## src/rtl/versat_native_initiator_if.sv

```systemverilog
// versat_native_initiator_if: command, write/read streams, status and native port of the initiator
interface versat_native_initiator_if #(
    parameter int ADDR_W = 11,
    parameter int DATA_W = 32,
    parameter int LEN_W  = 11
);
    logic              cmd_valid;
    logic              cmd_ready;
    logic              cmd_write;
    logic [ADDR_W-1:0] cmd_addr;
    logic [LEN_W-1:0]  cmd_len;
    logic [DATA_W-1:0] wr_data;
    logic              wr_valid;
    logic              wr_ready;
    logic [DATA_W-1:0] rd_data;
    logic              rd_valid;
    logic              rd_ready;
    logic              busy;
    logic              done;
    logic              error;
    logic              valid;
    logic [ADDR_W-1:0] addr;
    logic [DATA_W/8-1:0] wstrb;
    logic [DATA_W-1:0] wdata;
    logic              ready;
    logic [DATA_W-1:0] rdata;

    modport master (
        input  cmd_valid, cmd_write, cmd_addr, cmd_len, wr_data, wr_valid, rd_ready, ready, rdata,
        output cmd_ready, wr_ready, rd_data, rd_valid, busy, done, error, valid, addr, wstrb, wdata
    );

    modport slave (
        output cmd_valid, cmd_write, cmd_addr, cmd_len, wr_data, wr_valid, rd_ready, ready, rdata,
        input  cmd_ready, wr_ready, rd_data, rd_valid, busy, done, error, valid, addr, wstrb, wdata
    );
endinterface

```

## src/rtl/versat_native_initiator.sv

```systemverilog
// versat_native_initiator: burst initiator issuing one native transaction per word; VERSAT_INIT_TIMEOUT_EN adds a REQ timeout
module versat_native_initiator #(
    parameter int ADDR_W = 11,
    parameter int DATA_W = 32,
    parameter int LEN_W  = 11
`ifdef VERSAT_INIT_TIMEOUT_EN
    , parameter int TIMEOUT = 255
`endif
) (
    input logic clk,
    input logic rst,
    versat_native_initiator_if.master bus
);
    typedef enum logic [2:0] {IDLE, FETCH, REQ, DRAIN, FIN} state_t;

    state_t            state_q, state_d;
    logic [ADDR_W-1:0] addr_q, addr_d;
    logic [LEN_W-1:0]  rem_q, rem_d;
    logic              write_q, write_d;
    logic [DATA_W-1:0] wdata_q, wdata_d;
    logic [DATA_W-1:0] rd_data_q, rd_data_d;
    logic              last;

`ifdef VERSAT_INIT_TIMEOUT_EN
    localparam int TW = ($clog2(TIMEOUT + 1) > 8) ? $clog2(TIMEOUT + 1) : 8;
    logic [TW-1:0] tmo_q, tmo_d;
    logic          error_q, error_d;
    assign bus.error = error_q;
`else
    assign bus.error = 1'b0;
`endif

    assign last          = rem_q == LEN_W'(1);
    assign bus.cmd_ready = state_q == IDLE;
    assign bus.wr_ready  = state_q == FETCH;
    assign bus.valid     = state_q == REQ;
    assign bus.rd_valid  = state_q == DRAIN;
    assign bus.done      = state_q == FIN;
    assign bus.busy      = state_q != IDLE;
    assign bus.addr      = addr_q;
    assign bus.wstrb     = {(DATA_W/8){write_q}};
    assign bus.wdata     = wdata_q;
    assign bus.rd_data   = rd_data_q;

    // State register; reset abandons any partial burst without a done pulse
    always_ff @(posedge clk) begin
        if (rst) begin
            state_q   <= IDLE;
            addr_q    <= '0;
            rem_q     <= '0;
            write_q   <= 1'b0;
            wdata_q   <= '0;
            rd_data_q <= '0;
`ifdef VERSAT_INIT_TIMEOUT_EN
            tmo_q     <= '0;
            error_q   <= 1'b0;
`endif
        end else begin
            state_q   <= state_d;
            addr_q    <= addr_d;
            rem_q     <= rem_d;
            write_q   <= write_d;
            wdata_q   <= wdata_d;
            rd_data_q <= rd_data_d;
`ifdef VERSAT_INIT_TIMEOUT_EN
            tmo_q     <= tmo_d;
            error_q   <= error_d;
`endif
        end
    end

    // Next-state: one word per FETCH/REQ (write) or REQ/DRAIN (read) pair
    always_comb begin
        state_d   = state_q;
        addr_d    = addr_q;
        rem_d     = rem_q;
        write_d   = write_q;
        wdata_d   = wdata_q;
        rd_data_d = rd_data_q;
`ifdef VERSAT_INIT_TIMEOUT_EN
        tmo_d     = '0;
        error_d   = error_q;
`endif
        case (state_q)
            IDLE: if (bus.cmd_valid) begin
                addr_d  = bus.cmd_addr;
                rem_d   = bus.cmd_len;
                write_d = bus.cmd_write;
`ifdef VERSAT_INIT_TIMEOUT_EN
                error_d = 1'b0;
`endif
                state_d = (bus.cmd_len == '0) ? FIN : bus.cmd_write ? FETCH : REQ;
            end
            FETCH: if (bus.wr_valid) begin
                wdata_d = bus.wr_data;
                state_d = REQ;
            end
            REQ: if (bus.ready) begin
                if (!write_q) begin
                    rd_data_d = bus.rdata;
                    state_d   = DRAIN;
                end else begin
                    rem_d   = rem_q - 1'b1;
                    addr_d  = last ? addr_q : addr_q + 1'b1;
                    state_d = last ? FIN : FETCH;
                end
            end
`ifdef VERSAT_INIT_TIMEOUT_EN
            else if (tmo_q == TW'(TIMEOUT - 1)) begin
                error_d = 1'b1;
                state_d = FIN;
            end else begin
                tmo_d = tmo_q + 1'b1;
            end
`endif
            DRAIN: if (bus.rd_ready) begin
                rem_d   = rem_q - 1'b1;
                addr_d  = last ? addr_q : addr_q + 1'b1;
                state_d = last ? FIN : REQ;
            end
            FIN: state_d = IDLE;
            default: state_d = IDLE;
        endcase
    end
endmodule

```

## src/flat_wrapper.sv

```systemverilog
// flat-port wrapper written by rule: the top's interface ports become plain ports
module versat_native_initiator_flat 
#(
    parameter int ADDR_W = 11,
    parameter int DATA_W = 32,
    parameter int LEN_W  = 11

)
  (clk, rst, bus_cmd_valid, bus_cmd_write, bus_cmd_addr, bus_cmd_len, bus_wr_data, bus_wr_valid, bus_rd_ready, bus_ready, bus_rdata, bus_cmd_ready, bus_wr_ready, bus_rd_data, bus_rd_valid, bus_busy, bus_done, bus_error, bus_valid, bus_addr, bus_wstrb, bus_wdata);
  versat_native_initiator_if #(.ADDR_W(ADDR_W), .DATA_W(DATA_W), .LEN_W(LEN_W)) bus_i ();
  input logic clk;
  input logic rst;
  input wire logic [$bits(bus_i.cmd_valid)-1:0] bus_cmd_valid;
  input wire logic [$bits(bus_i.cmd_write)-1:0] bus_cmd_write;
  input wire logic [$bits(bus_i.cmd_addr)-1:0] bus_cmd_addr;
  input wire logic [$bits(bus_i.cmd_len)-1:0] bus_cmd_len;
  input wire logic [$bits(bus_i.wr_data)-1:0] bus_wr_data;
  input wire logic [$bits(bus_i.wr_valid)-1:0] bus_wr_valid;
  input wire logic [$bits(bus_i.rd_ready)-1:0] bus_rd_ready;
  input wire logic [$bits(bus_i.ready)-1:0] bus_ready;
  input wire logic [$bits(bus_i.rdata)-1:0] bus_rdata;
  output wire logic [$bits(bus_i.cmd_ready)-1:0] bus_cmd_ready;
  output wire logic [$bits(bus_i.wr_ready)-1:0] bus_wr_ready;
  output wire logic [$bits(bus_i.rd_data)-1:0] bus_rd_data;
  output wire logic [$bits(bus_i.rd_valid)-1:0] bus_rd_valid;
  output wire logic [$bits(bus_i.busy)-1:0] bus_busy;
  output wire logic [$bits(bus_i.done)-1:0] bus_done;
  output wire logic [$bits(bus_i.error)-1:0] bus_error;
  output wire logic [$bits(bus_i.valid)-1:0] bus_valid;
  output wire logic [$bits(bus_i.addr)-1:0] bus_addr;
  output wire logic [$bits(bus_i.wstrb)-1:0] bus_wstrb;
  output wire logic [$bits(bus_i.wdata)-1:0] bus_wdata;
  assign bus_i.cmd_valid = bus_cmd_valid;
  assign bus_i.cmd_write = bus_cmd_write;
  assign bus_i.cmd_addr = bus_cmd_addr;
  assign bus_i.cmd_len = bus_cmd_len;
  assign bus_i.wr_data = bus_wr_data;
  assign bus_i.wr_valid = bus_wr_valid;
  assign bus_i.rd_ready = bus_rd_ready;
  assign bus_i.ready = bus_ready;
  assign bus_i.rdata = bus_rdata;
  assign bus_cmd_ready = bus_i.cmd_ready;
  assign bus_wr_ready = bus_i.wr_ready;
  assign bus_rd_data = bus_i.rd_data;
  assign bus_rd_valid = bus_i.rd_valid;
  assign bus_busy = bus_i.busy;
  assign bus_done = bus_i.done;
  assign bus_error = bus_i.error;
  assign bus_valid = bus_i.valid;
  assign bus_addr = bus_i.addr;
  assign bus_wstrb = bus_i.wstrb;
  assign bus_wdata = bus_i.wdata;
  versat_native_initiator #(.ADDR_W(ADDR_W), .DATA_W(DATA_W), .LEN_W(LEN_W)) u_core (.clk(clk), .rst(rst), .bus(bus_i));
endmodule
```

## config.mk

```make
export PLATFORM = sky130hd
export DESIGN_NAME = versat_native_initiator_flat
export DESIGN_NICKNAME = d
export VERILOG_FILES = /design/src/rtl/versat_native_initiator_if.sv /design/src/rtl/versat_native_initiator.sv /design/src/flat_wrapper.sv
export SDC_FILE = /design/constraint.sdc
export NUM_CORES = 1
export LEC_CHECK = 0
export ABC_CLOCK_PERIOD_IN_PS = 3800
export CORE_ASPECT_RATIO = 0.6
export CORE_MARGIN = 5
export CORE_UTILIZATION = 40
export CTS_CLUSTER_DIAMETER = 100
export DETAILED_ROUTE_END_ITERATION = 16
export GPL_TIMING_DRIVEN = 0
export PLACE_DENSITY = 0.8
export SYNTH_ARGS = -nofsm -noshare
export SYNTH_HDL_FRONTEND = slang
export SYNTH_SLANG_ARGS = --single-unit
export TNS_END_PERCENT = 1
```

## constraint.sdc

```tcl
create_clock -name clk -period 3.8 [get_ports clk]
set_input_delay 0.76 -clock clk [delete_from_list [all_inputs] [get_ports clk]]
set_output_delay 0.76 -clock clk [all_outputs]
set_load 0.05 [all_outputs]
```

# Yosys cells after proc, flatten, opt, wreduce, memory -nomap -nowiden
# Cells that the tools add are included.
[totals]
output_inout_bits = 86
reg_bits = 90
inputBits = 93
word_cells = 49
[op_classes]
n_eq_ne = 10
muxes = 21
n_addsub = 2
n_reduce_logical = 9
bitwise_logic = 1
[ops]
columns = ["cell", "count"]
rows = [
  ["$mux 11", 9],
  ["$pmux 11 s3", 2],
  ["$mux 3", 8],
  ["$pmux 3 s4", 1],
  ["$add 11x1->11 const B", 1],
  ["$eq 11x1->1 const B", 1],
  ["$logic_not 11->1", 1],
  ["$sub 11x1->11 const B", 1],
  ["$ne 2x2->1 const B", 4],
  ["$eq 3x2->1 const B", 2],
  ["$reduce_bool 3->1", 2],
  ["$reduce_and 5->1", 1],
  ["$reduce_and 2->1", 2],
  ["$reduce_and 4->1", 1],
  ["$eq 3x1->1 const B", 1],
  ["$eq 3x3->1 const B", 1],
  ["$logic_not 3->1", 1],
  ["$reduce_and 3->1", 1],
  ["$mux 2", 1],
  ["$ne 2x1->1 const B", 1],
  ["$not 1->1", 1],
]

# Longest topological paths before layout
[logic_depth]
depth_word = 5
depth_mapped = 8
mapped_depth_nobuf = 7

# Worst setup path before layout
# No wires, ideal clock.
[synth_timing]
kind = "register to output"
from = "reg u_core.state_q[0]"
to = "out bus_done"
path_stages_with_launch = 3
required_time_ns = 3.040
path_buffers = 1
slack_ns = 1.381
t_arrival_ns = 1.659
cell_sequence = "dfxtp_1 buf_4 nor3b_1"
[synth_via]
elab_chain_cells = 1
[synth_lines]
columns = ["element", "line_no", "source"]
rows = [
  ["start: declaration", "versat_native_initiator.sv:16", "state_t state_q, state_d;"],
  ["start signal: assignment", "versat_native_initiator.sv:59", "state_q <= state_d;"],
  ["$eq 3x3->1", "versat_native_initiator.sv:38", "assign bus.done = state_q == FIN;"],
  ["end: declaration", "flat_wrapper.sv:27", "output wire logic [$bits(bus_i.done)-1:0] bus_done;"],
]
# No other way between the ends.

# Worst setup path after layout
[layout_timing]
from = "reg u_core.state_q[1]"
to = "out bus_rd_valid"
[layout_via]
elab_chain_cells = 1
[layout_lines]
columns = ["element", "line_no", "source"]
rows = [
  ["$eq 3x2->1", "versat_native_initiator.sv:37", "assign bus.rd_valid = state_q == DRAIN;"],
  ["end: declaration", "flat_wrapper.sv:25", "output wire logic [$bits(bus_i.rd_valid)-1:0] bus_rd_valid;"],
]
# No other way between the ends.

==> out/summary.txt <==
fin nets = 804
Initial Util = 0.406
Worst VDD drop = 0.000283 V
Synth area leader = dfxtp_1
CTS root buf = clkbuf_16
sequential fraction of the synthesis area = 0.454
Critical Path Max Stage Delay = 0.80 ns
ANT nets after route = 0
Placement Setup Slack = 0.947 ns
Fin. Hold Viols = 0
Max-Cap Viols = 0
post-route setup slack = 0.570 ns
fin crit period = 3.23 ns
largest delay contributor family on the critical path = buffers and inverters
Pwr Total = 4.07 mW
Startpoint Class = flop
Slew headroom = 0.533
Critical Path RT = 3.04 ns
std cell rows = 28
Die Wd = 139 µm
PostCTS Resize Cnt = 0
Avg Vias per Cell = 5.19
number of antenna violations at the first check in global routing = 0
worst setup path start = u_core.state_q[1]
cells along the critical path = buf_4, and2b_1, buf_2, buf_2, and2_1, clkdlybuf4s50_1
clk_skew = 0.00729 ns
Critical Path AT = 2.47 ns
ant diodes = 0
Post-Syn Nets = 617
H-tree levels = 3
CTS tree = built
setup bufs post-CTS = 0
CTS Buf Count = 9
die area = 12100 µm²
Synth Flop Type = dfxtp_1
fillers = 833
worst slew pin tran = 0.696 ns
CP max FO = 10
Gate Count Post-Synth = 521
latest clock arrival within the worst-skew pair = 0.33 ns
Die H = 87.2 µm
Min-Delay Path Class = reg -> reg
critical path type = reg -> out
pwr/cell area = 657 nW/µm²
Core ar. = 9770 µm²
hold_ws = 0.453 ns
asr flop ratio synth = 0
post-route setup TNS = 0 ns
CP endpoint kind = primary output
Synth top area share = 0.454
I/O Pins = 179
CTS Buffer Depth = 2
outcome = finished clean
synth top area cells = dfxtp_1 (45%), nand2_1 (16%), a21oi_1 (11%)
Post-synth EDFFs = 0
gpl congestion = 0.907
Cell Area, Synth = 3970 µm²
drt pass-1 iters = 7
synth-to-layout area growth = 56.0%
final WL = 13500 µm
CTS clock-pin slew for the worst setup and hold paths = 0.06 ns
layout cell share with drive strength beyond 1 = 0.0688
DRT iter0 DRCs = 329
Final period util = 0.850
Worst path most repeated cell = buf_2
Slew Limit Fails = 0
# hold bufs at CTS = 0
I/O Buffers = 176
detailed-route via count = 4400
fin util = 0.634
total track usage = 0.219
Worst path slowest cell = clkdlybuf4s50_1
WP buf/inv = 4
register bit total from synthesis = 90
first-pass GRT wire length = 21500 µm
Congestion Overflow GR = 0
DPL Wire Length = 10600 µm
fmax = 310 MHz
drt drc = 0
Clock Sinks = 90
DR WL/cell = 16.0 µm
YS warnings = 0
largest net degree at the start of global routing = 15
worst reg2reg startpoint = u_core.rem_q[0]
unrepaired setup endpoints after global routing = false
syn_area_per_cell = 7.62 µm²
Leakage = 2.19 nW
post-synth cell types = 50
Final setup viols = 0
Worst Hold Launch = u_core.bus.wdata[10]
vias in the first global route = 4247
-- synth_stat cells, drive strengths merged (3+ instances only) --
cell type / instances
nand2: 166
o21ai: 24
dfxtp: 90
buf: 26
a22o: 4
a31oi: 4
clkbuf: 16
a21oi: 86
nor2: 26
nand2b: 4
nand3: 10
nor3: 5
and2: 6
ha: 3
inv: 4
nand4: 4
and3: 3
nor4: 3
o31ai: 4
-- report_power, final --
group	internal, mW	switching [mW]	total (mW)
Sequential	1.10	0.132	1.23
Clock	0.524	0.362	0.886
Combinational	0.692	1.26	1.96
Total	2.32	1.76	4.07
-- flip-flops by register name (all words and copies together), names as in the netlist --
signal / count
u_core.rem_q: 11
u_core.write_q: 1
u_core.bus.rd_data: 32
u_core.bus.wdata: 32
u_core.bus.addr: 11
u_core.state_q: 3
-- worst reg2reg max path, cell delays in order (launching register included) --
cell and delay [ns]:
dfxtp_1 0.34, nor3_1 0.60, nand2_1 0.25, o41ai_1 0.35, nand2_1 0.08, a21oi_1 0.11
-- metal layers --
| layer | vias to the layer above | wire, µm | GRT usage |
|---|---|---|---|
| li1 | 2129 | - | - |
| met1 | 2036 | 5900 | 0.276 |
| met2 | 218 | 5830 | 0.346 |
| met3 | 17 | 1650 | 0.104 |
| met4 | 0 | 150 | 0.0488 |
| met5 | - | 0 | 0 |
-- per-stage QoR --
step           area [µm²]  instances
5_1_grt              6200        847
4_1_cts              6200        847
3_3_place_gp         5900        832
2_1_floorplan        3970        521
3_5_place_dp         5900        832
6_report             6200        847
-- placed cells by master (no fill, tap or decap), types with 6 or more instances in the layout --
master,instances
clkdlybuf4s50_1,176
nand2_1,166
dfxtp_1,90
a21oi_1,85
nor2_1,26
o21ai_0,23
clkbuf_1,17
buf_2,15
nand3_1,10
buf_4,9
clkbuf_16,9
and2_1,6
-- cell families (layout without fill, tap and decap cells) --
logic type,Yosys count,after routing,synth area share
and+or+nand+nor,237,237,0.257
AOI/OAI and AO/OA,141,141,0.211
DFF,90,90,0.454
buffers and inverters,46,237,0.0605
adders and majority gates,3,3,0.00945
muxes,3,3,0.00787
other,1,1,0.000944
-- path summary, 6_finish.rpt --
| kind | end | slack, ns | depth (start not counted) |
|---|---|---|---|
| min reg2reg | u_core.bus.wdata[10] | 0.45 | 2 |
| min | u_core.bus.wdata[10] | 0.45 | 2 |
| max reg2reg | u_core.rem_q[9] | 2.01 | 5 |
| max | bus_rd_valid | 0.57 | 6 |
-- layout make-up --
type / instances / area, µm² / area share
Multi-Input combinational cell: 385 / 1930 / 0.311
Sequential cell: 90 / 1800 / 0.291
Inverter: 4 / 15.0 / 0.00242
Buffer: 42 / 225 / 0.0363
Clock buffer: 11 / 243 / 0.0392
Timing Repair Buffer: 176 / 1760 / 0.284
Clock inverter: 4 / 52.6 / 0.00848
Tap cell: 135 / 169 / 0.0273
Power figures use the tool's default switching activity.
